$ cat config.mk
export PLATFORM = sky130hd
export DESIGN_NAME = riscv_mc_control
export DESIGN_NICKNAME = d
export VERILOG_FILES = /design/src/rtl/riscv_mc_control_pkg.sv /design/src/rtl/riscv_mc_control_branch_cond.sv /design/src/rtl/riscv_mc_control.sv
export SDC_FILE = /design/constraint.sdc
export NUM_CORES = 1
export LEC_CHECK = 0
export CAP_MARGIN = 25
export CORE_MARGIN = 4
export CORE_UTILIZATION = 33
export DETAILED_ROUTE_END_ITERATION = 12
export PLACE_DENSITY = 0.8
export SETUP_SLACK_MARGIN = 0.02
export SLEW_MARGIN = 20
export SYNTH_ARGS = -nofsm -noshare
export SYNTH_HDL_FRONTEND = slang
export SYNTH_SLANG_ARGS = --single-unit
$ cat constraint.sdc
create_clock -name clk -period 2.15 [get_ports clk]
set_clock_uncertainty 0.2 [all_clocks]
set_input_delay 0.215 -clock clk [delete_from_list [all_inputs] [get_ports clk]]
set_output_delay 0.215 -clock clk [all_outputs]
set_load 0.01 [all_outputs]
$ cat src/rtl/riscv_mc_control_pkg.sv
// Encodings shared by the multi-cycle RV32I control FSM, its datapath and testbench.
// Opcodes, ALU/mux select codes, branch funct3 values and state numbers.
package riscv_mc_control_pkg;

   typedef enum logic [3:0] {
      S_FETCH    = 4'd0,
      S_DECODE   = 4'd1,
      S_EXEC_R   = 4'd2,
      S_EXEC_I   = 4'd3,
      S_WB_ALU   = 4'd4,
      S_MEM_ADDR = 4'd5,
      S_MEM_RD   = 4'd6,
      S_WB_MEM   = 4'd7,
      S_MEM_WR   = 4'd8,
      S_BRANCH   = 4'd9,
      S_JAL      = 4'd10,
      S_JALR     = 4'd11,
      S_LUI      = 4'd12,
      S_AUIPC    = 4'd13,
      S_TRAP     = 4'd15
   } ctrl_state_e;

   localparam logic [6:0] OP_R      = 7'b0110011;
   localparam logic [6:0] OP_IMM    = 7'b0010011;
   localparam logic [6:0] OP_LOAD   = 7'b0000011;
   localparam logic [6:0] OP_STORE  = 7'b0100011;
   localparam logic [6:0] OP_BRANCH = 7'b1100011;
   localparam logic [6:0] OP_JAL    = 7'b1101111;
   localparam logic [6:0] OP_JALR   = 7'b1100111;
   localparam logic [6:0] OP_LUI    = 7'b0110111;
   localparam logic [6:0] OP_AUIPC  = 7'b0010111;
   localparam logic [6:0] OP_FENCE  = 7'b0001111;
   localparam logic [6:0] OP_SYSTEM = 7'b1110011;

   localparam logic [1:0] ALU_NOP   = 2'b00;
   localparam logic [1:0] ALU_SUB   = 2'b01;
   localparam logic [1:0] ALU_ADD   = 2'b10;
   localparam logic [1:0] ALU_FUNCT = 2'b11;

   localparam logic [1:0] SRCA_PC    = 2'b00;
   localparam logic [1:0] SRCA_OLDPC = 2'b01;
   localparam logic [1:0] SRCA_RS1   = 2'b10;

   localparam logic [1:0] SRCB_RS2  = 2'b00;
   localparam logic [1:0] SRCB_IMM  = 2'b01;
   localparam logic [1:0] SRCB_FOUR = 2'b10;

   localparam logic [1:0] WB_ALUOUT = 2'b00;
   localparam logic [1:0] WB_MDR    = 2'b01;
   localparam logic [1:0] WB_PC     = 2'b10;
   localparam logic [1:0] WB_IMM    = 2'b11;

   localparam logic PC_SRC_ALU    = 1'b0;
   localparam logic PC_SRC_ALUOUT = 1'b1;

   localparam logic [2:0] F3_BEQ  = 3'b000;
   localparam logic [2:0] F3_BNE  = 3'b001;
   localparam logic [2:0] F3_BLT  = 3'b100;
   localparam logic [2:0] F3_BGE  = 3'b101;
   localparam logic [2:0] F3_BLTU = 3'b110;
   localparam logic [2:0] F3_BGEU = 3'b111;

endpackage

$ cat src/rtl/riscv_mc_control_branch_cond.sv
// Branch resolver: turns funct3 and the rs1-rs2 ALU flags into taken/illegal.
module riscv_mc_control_branch_cond
   import riscv_mc_control_pkg::*;
(
   input  logic [2:0] funct3,
   input  logic       alu_zero,
   input  logic       alu_lt,
   input  logic       alu_ltu,
   output logic       taken,
   output logic       illegal
);

   always_comb begin
      taken   = 1'b0;
      illegal = 1'b0;
      case (funct3)
         F3_BEQ:  taken = alu_zero;
         F3_BNE:  taken = !alu_zero;
         F3_BLT:  taken = alu_lt;
         F3_BGE:  taken = !alu_lt;
         F3_BLTU: taken = alu_ltu;
         F3_BGEU: taken = !alu_ltu;
         default: illegal = 1'b1;
      endcase
   end

endmodule

$ cat src/rtl/riscv_mc_control.sv
// Main control FSM of the RV32I multi-cycle core: sequences ALU, memory port,
// register file and PC/IR across fetch, decode, execute, memory and writeback.
module riscv_mc_control
   import riscv_mc_control_pkg::*;
#(
   parameter bit TRAP_ON_SYSTEM = 1'b1
) (
   input  logic        clk,
   input  logic        rst_n,
   input  logic [31:0] Instruction,
   input  logic        mem_ready,
   input  logic        alu_zero,
   input  logic        alu_lt,
   input  logic        alu_ltu,
   output logic [1:0]  alu_op,
   output logic [1:0]  alu_src_a,
   output logic [1:0]  alu_src_b,
   output logic        addr_sel,
   output logic        mem_req,
   output logic        mem_we,
   output logic        ir_write,
   output logic        pc_write,
   output logic        pc_src,
   output logic        reg_write,
   output logic [1:0]  wb_sel,
   output logic        retire,
   output logic        halt,
   output logic [3:0]  state
);

   ctrl_state_e state_q, state_d;
   logic        br_taken, br_illegal;
   logic        instr_unused;

   assign instr_unused = ^{Instruction[31:15], Instruction[11:7]};

   riscv_mc_control_branch_cond u_branch_cond (
      .funct3   (Instruction[14:12]),
      .alu_zero (alu_zero),
      .alu_lt   (alu_lt),
      .alu_ltu  (alu_ltu),
      .taken    (br_taken),
      .illegal  (br_illegal)
   );

   always_ff @(posedge clk) begin
      if (!rst_n) state_q <= S_FETCH;
      else        state_q <= state_d;
   end

   assign state = rst_n ? state_q : S_FETCH;

   // Reset gates every output to zero so nothing is committed mid-instruction.
   always_comb begin
      state_d   = state_q;
      alu_op    = ALU_NOP;
      alu_src_a = SRCA_PC;
      alu_src_b = SRCB_RS2;
      addr_sel  = 1'b0;
      mem_req   = 1'b0;
      mem_we    = 1'b0;
      ir_write  = 1'b0;
      pc_write  = 1'b0;
      pc_src    = PC_SRC_ALU;
      reg_write = 1'b0;
      wb_sel    = WB_ALUOUT;
      retire    = 1'b0;
      halt      = 1'b0;
      if (rst_n) begin
         case (state_q)
            S_FETCH: begin
               mem_req   = 1'b1;
               alu_src_b = SRCB_FOUR;
               alu_op    = ALU_ADD;
               ir_write  = mem_ready;
               pc_write  = mem_ready;
               if (mem_ready) state_d = S_DECODE;
            end
            S_DECODE: begin
               alu_src_a = SRCA_OLDPC;
               alu_src_b = SRCB_IMM;
               alu_op    = ALU_ADD;
               case (Instruction[6:0])
                  OP_R:               state_d = S_EXEC_R;
                  OP_IMM:             state_d = S_EXEC_I;
                  OP_LOAD, OP_STORE:  state_d = S_MEM_ADDR;
                  OP_BRANCH:          state_d = S_BRANCH;
                  OP_JAL:             state_d = S_JAL;
                  OP_JALR:            state_d = S_JALR;
                  OP_LUI:             state_d = S_LUI;
                  OP_AUIPC:           state_d = S_AUIPC;
                  OP_FENCE: begin
                     retire  = 1'b1;
                     state_d = S_FETCH;
                  end
                  OP_SYSTEM: begin
                     if (TRAP_ON_SYSTEM) begin
                        state_d = S_TRAP;
                     end else begin
                        retire  = 1'b1;
                        state_d = S_FETCH;
                     end
                  end
                  default:            state_d = S_TRAP;
               endcase
            end
            S_EXEC_R: begin
               alu_src_a = SRCA_RS1;
               alu_src_b = SRCB_RS2;
               alu_op    = ALU_FUNCT;
               state_d   = S_WB_ALU;
            end
            S_EXEC_I: begin
               alu_src_a = SRCA_RS1;
               alu_src_b = SRCB_IMM;
               alu_op    = ALU_FUNCT;
               state_d   = S_WB_ALU;
            end
            S_WB_ALU: begin
               reg_write = 1'b1;
               wb_sel    = WB_ALUOUT;
               retire    = 1'b1;
               state_d   = S_FETCH;
            end
            S_MEM_ADDR: begin
               alu_src_a = SRCA_RS1;
               alu_src_b = SRCB_IMM;
               alu_op    = ALU_ADD;
               state_d   = Instruction[5] ? S_MEM_WR : S_MEM_RD;
            end
            S_MEM_RD: begin
               mem_req  = 1'b1;
               addr_sel = 1'b1;
               if (mem_ready) state_d = S_WB_MEM;
            end
            S_WB_MEM: begin
               reg_write = 1'b1;
               wb_sel    = WB_MDR;
               retire    = 1'b1;
               state_d   = S_FETCH;
            end
            S_MEM_WR: begin
               mem_req  = 1'b1;
               mem_we   = 1'b1;
               addr_sel = 1'b1;
               if (mem_ready) begin
                  retire  = 1'b1;
                  state_d = S_FETCH;
               end
            end
            // An illegal funct3 still drives the compare but commits nothing.
            S_BRANCH: begin
               alu_src_a = SRCA_RS1;
               alu_src_b = SRCB_RS2;
               alu_op    = ALU_SUB;
               pc_src    = PC_SRC_ALUOUT;
               if (br_illegal) begin
                  state_d = S_TRAP;
               end else begin
                  pc_write = br_taken;
                  retire   = 1'b1;
                  state_d  = S_FETCH;
               end
            end
            S_JAL: begin
               reg_write = 1'b1;
               wb_sel    = WB_PC;
               pc_write  = 1'b1;
               pc_src    = PC_SRC_ALUOUT;
               retire    = 1'b1;
               state_d   = S_FETCH;
            end
            S_JALR: begin
               alu_src_a = SRCA_RS1;
               alu_src_b = SRCB_IMM;
               alu_op    = ALU_ADD;
               pc_src    = PC_SRC_ALU;
               pc_write  = 1'b1;
               reg_write = 1'b1;
               wb_sel    = WB_PC;
               retire    = 1'b1;
               state_d   = S_FETCH;
            end
            S_LUI: begin
               reg_write = 1'b1;
               wb_sel    = WB_IMM;
               retire    = 1'b1;
               state_d   = S_FETCH;
            end
            S_AUIPC: begin
               reg_write = 1'b1;
               wb_sel    = WB_ALUOUT;
               retire    = 1'b1;
               state_d   = S_FETCH;
            end
            default: begin
               halt    = 1'b1;
               state_d = S_TRAP;
            end
         endcase
      end
   end

endmodule

==> out/results.tsv <==
stage	metric	value	unit
yosys	Adder-Cell Fraction of Synth Area	0	%
cells_and_area	area of the multi-input gates	656.9	um^2
routing	Vias	1135	
setup_path	reg2reg end	state_q[1]$_SDFFE_PN0P_	
place	placed cells	206	
yosys	Synth cell types	39	
cells_and_area	Final Instance Area	0.001418	mm^2
cells_and_area	Area Overhead vs Synth	90.74	%
place	port bufs	36	
routing	Antenna Nets Post-Route	0	
timing	# setup viols final	0	
clock_network	hold_buf cts	0	
timing	Fmax achieved	478.1	MHz
clock_network	clk slew on worst S/H paths	0.04	ns
cells_and_area	Biggest register	state_q	
pwr	pwr dens	972.0	mW/mm^2
yosys	Post-synth EDFFs	0	
yosys	Post-synth top cells	15 x nand2_1, 13 x nor2_1, 12 x a21oi_1, 7 x o21ai_0	
cells_and_area	# diodes	0	
timing	pin slew with the least headroom to its limit	0.2947	ns
place	placer congestion estimate	0.8871	
yosys	Post-Synth Simple-Gate Area	50.34	%
min_path	hold path depth	4	
clock_network	clock sinks	4	
timing	minimum clock period	2.092	ns
setup_path	Worst EP arrival	1.68	ns
die	core area	0.002042	mm^2
routing	first drt pass iteration count	4	
routing	drc violations	0	
routing	Via density	5.431	
grt	first-pass GRT wire length	4.995	mm
setup_path	Worst EP required	1.74	ns
clock_network	Inserted Clock Buffers	3	
timing	Max Slew Vio Count	0	
pwr	static leakage	0.7640	nW
yosys	synth top area cells	dfxtp_1 11%, a21oi_1 8.1%, nand2_1 7.6%	
setup_path	R2R depth	6	
yosys	most common cell in the netlist	nand2_1	
timing	RSZ-0062 raised after global routing	true	
clock_network	CTS root buf	clkbuf_4	
setup_path	CP Launch Type	input pin	
clock_network	clk_lat worst skew	0.24	ns
yosys	Synth Area in XOR/XNOR	4.714	%
grt	overall routing resource usage	19.15	%
yosys	cell accounting for the most synthesized area	dfxtp_1	
routing	first-iteration detailed-routing DRC count	38	
setup_path	Crit Reg-Reg Startpoint	state_q[1]$_SDFFE_PN0P_	
timing	setup TNS	0	ns
cells_and_area	max reg flops	4	
yosys	Yosys Warn Count	0	
job	Max-Cap Viols	0	
yosys	ys async rst share	0	%
setup_path	critical path type	input pin to primary output	
yosys	register area share after synthesis	10.77	%
clock_network	CTS tree	yes	
status	outcome	complete, no violations	
min_path	Worst Hold End	state_q[3]$_SDFFE_PN0P_	
cells_and_area	final net count	222	
cells_and_area	Finished Layout Cells	209	
routing	Post-Route WL	2.970	mm
grt	pin count of the biggest net entering global routing	15	
timing	final hold violations	0	
yosys	top_reg_cell synth	dfxtp_1	
die	Die Area	0.003075	mm^2
die	Die X	55.46	um
die	row count	16	
yosys	Compound-Gate Fraction of Synth Area	27.44	%
pwr	Max VDD drop	0.0005514	V
cells_and_area	share of layout cells above drive strength 1	26.92	%
die	die height	55.46	um
setup_path	worst-path fanout max	3	
yosys	Syn Std Cell Area	743.2	um^2
place	placed instance area	0.001349	mm^2
grt	total gr overflow	0	
yosys	Mapped Nets	156	
routing	wire per inst	14.21	um
cells_and_area	FF+latch area	87.58	um^2
die	Starting Density	36.40	%
yosys	largest family of logic cells by synthesized area	simple AND/OR/NAND/NOR gates	
die	I/O Pins	59	
timing	slew margin rel.	80.20	%
clock_network	H-tree levels	1	
min_path	HP Start	Instruction[5]	
yosys	Synth top area share	10.77	%
timing	Final period util	97.28	%
cells_and_area	Layout Utilization	69.42	%
yosys	synthesized area per cell	6.298	um^2
cells_and_area	Largest regs	state_q (4)	
yosys	post-synthesis register bit count	4	
grt	initial antenna violation count	0	
setup_path	Worst setup EP type	primary output	
clock_network	post-CTS setup buffer count	0	
yosys	mux cell area share after synthesis	1.347	%
yosys	Synth Instances	118	
min_path	worst min-delay path class	input pin to register	
setup_path	flop-to-flop setup slack	0.46	ns
place	Detail Placement HPWL	2.355	mm
cells_and_area	fill count	167	
grt	number of global-route vias before repair	1145	
clock_network	clk buf depth	2	
report_power, final:
| group | switching [mW] | internal [mW] |
|---|---|---|
| Clock | 0.0355 | 0.0628 |
| Combinational | 0.524 | 0.564 |
| Sequential | 0.0752 | 0.116 |
logic make-up after synthesis:
group                     count (synthesis)
and+or+nand+nor                          66
AOI/OAI and AO/OA                        33
buffers and inverters                    10
xor gates and xnor gates                  4
DFF                                       4
muxes                                     1
repair_timing:
item / CTS / global route
pin swaps: 0 / 3
resized for setup: 17 / 17
endpoints found under the setup margin: 17 / 11
layout make-up:
cell class / instances / share of cell area (%)
clock buffers: 3 / 1.589
inverters: 3 / 0.7944
repair buffers: 68 / 42.72
flip-flops and latches: 4 / 6.178
multi-input cells: 104 / 46.34
well taps: 27 / 2.383
worst max-delay path: stages:
cell	delay [ns]
clkdlybuf4s50_1	0.41
nand4bb_1	0.21
or3_4	0.43
o32ai_4	0.13
a21o_1	0.15
clkbuf_2	0.12
routing by layer:
| metal | up-vias | global-route usage [%] | wire length, um |
|---|---|---|---|
| met2 | 58 | 35.81 | 1546 |
| met1 | 508 | 19.89 | 1170 |
| met5 | - | 0 | 0 |
| met3 | 10 | 3.730 | 172 |
| li1 | 559 | - | - |
| met4 | 0 | 9.722 | 81 |
worst max-delay path by stage:
stage / start / to / slack, ns / depth (start not counted)
after detailed placement: Instruction[5] / retire / -0.36 / 6
after CTS: Instruction[5] / retire / -0.07 / 6
after floorplan: state_q[3]$_SDFFE_PN0P_ / alu_src_a[1] / 0.46 / 5
after global routing: Instruction[4] / retire / -0.03 / 6
after global placement: Instruction[5] / retire / -0.36 / 6
final: Instruction[4] / retire / 0.06 / 6
through the flow:
stage	power, mW	hold slack (ns)	setup WS, ns
2_1_floorplan	0.6833	0.2877	0.4628
3_3_place_gp	1.214	0.6193	-0.3619
3_5_place_dp	1.243	0.6409	-0.3608
4_1_cts	1.334	0.5447	-0.07054
5_1_grt	1.489	0.4960	-0.02860
6_report	1.378	0.4318	0.05838
cell usage in the layout, fill, tap and decap left out, types with 4 or more instances in the layout:
cell type	synthesis	final
clkdlybuf4s50_1	0	19
nand2_1	15	15
buf_4	0	31
nor2_1	13	10
a21oi_1	12	12
dlymetal6s2s_1	0	8
o21ai_0	7	7
nand2b_1	4	4
nor2b_1	5	4
dlygate4sd2_1	0	7
and2_1	4	4
and3_1	4	4
Note: power is estimated with default switching activity, not from simulation.
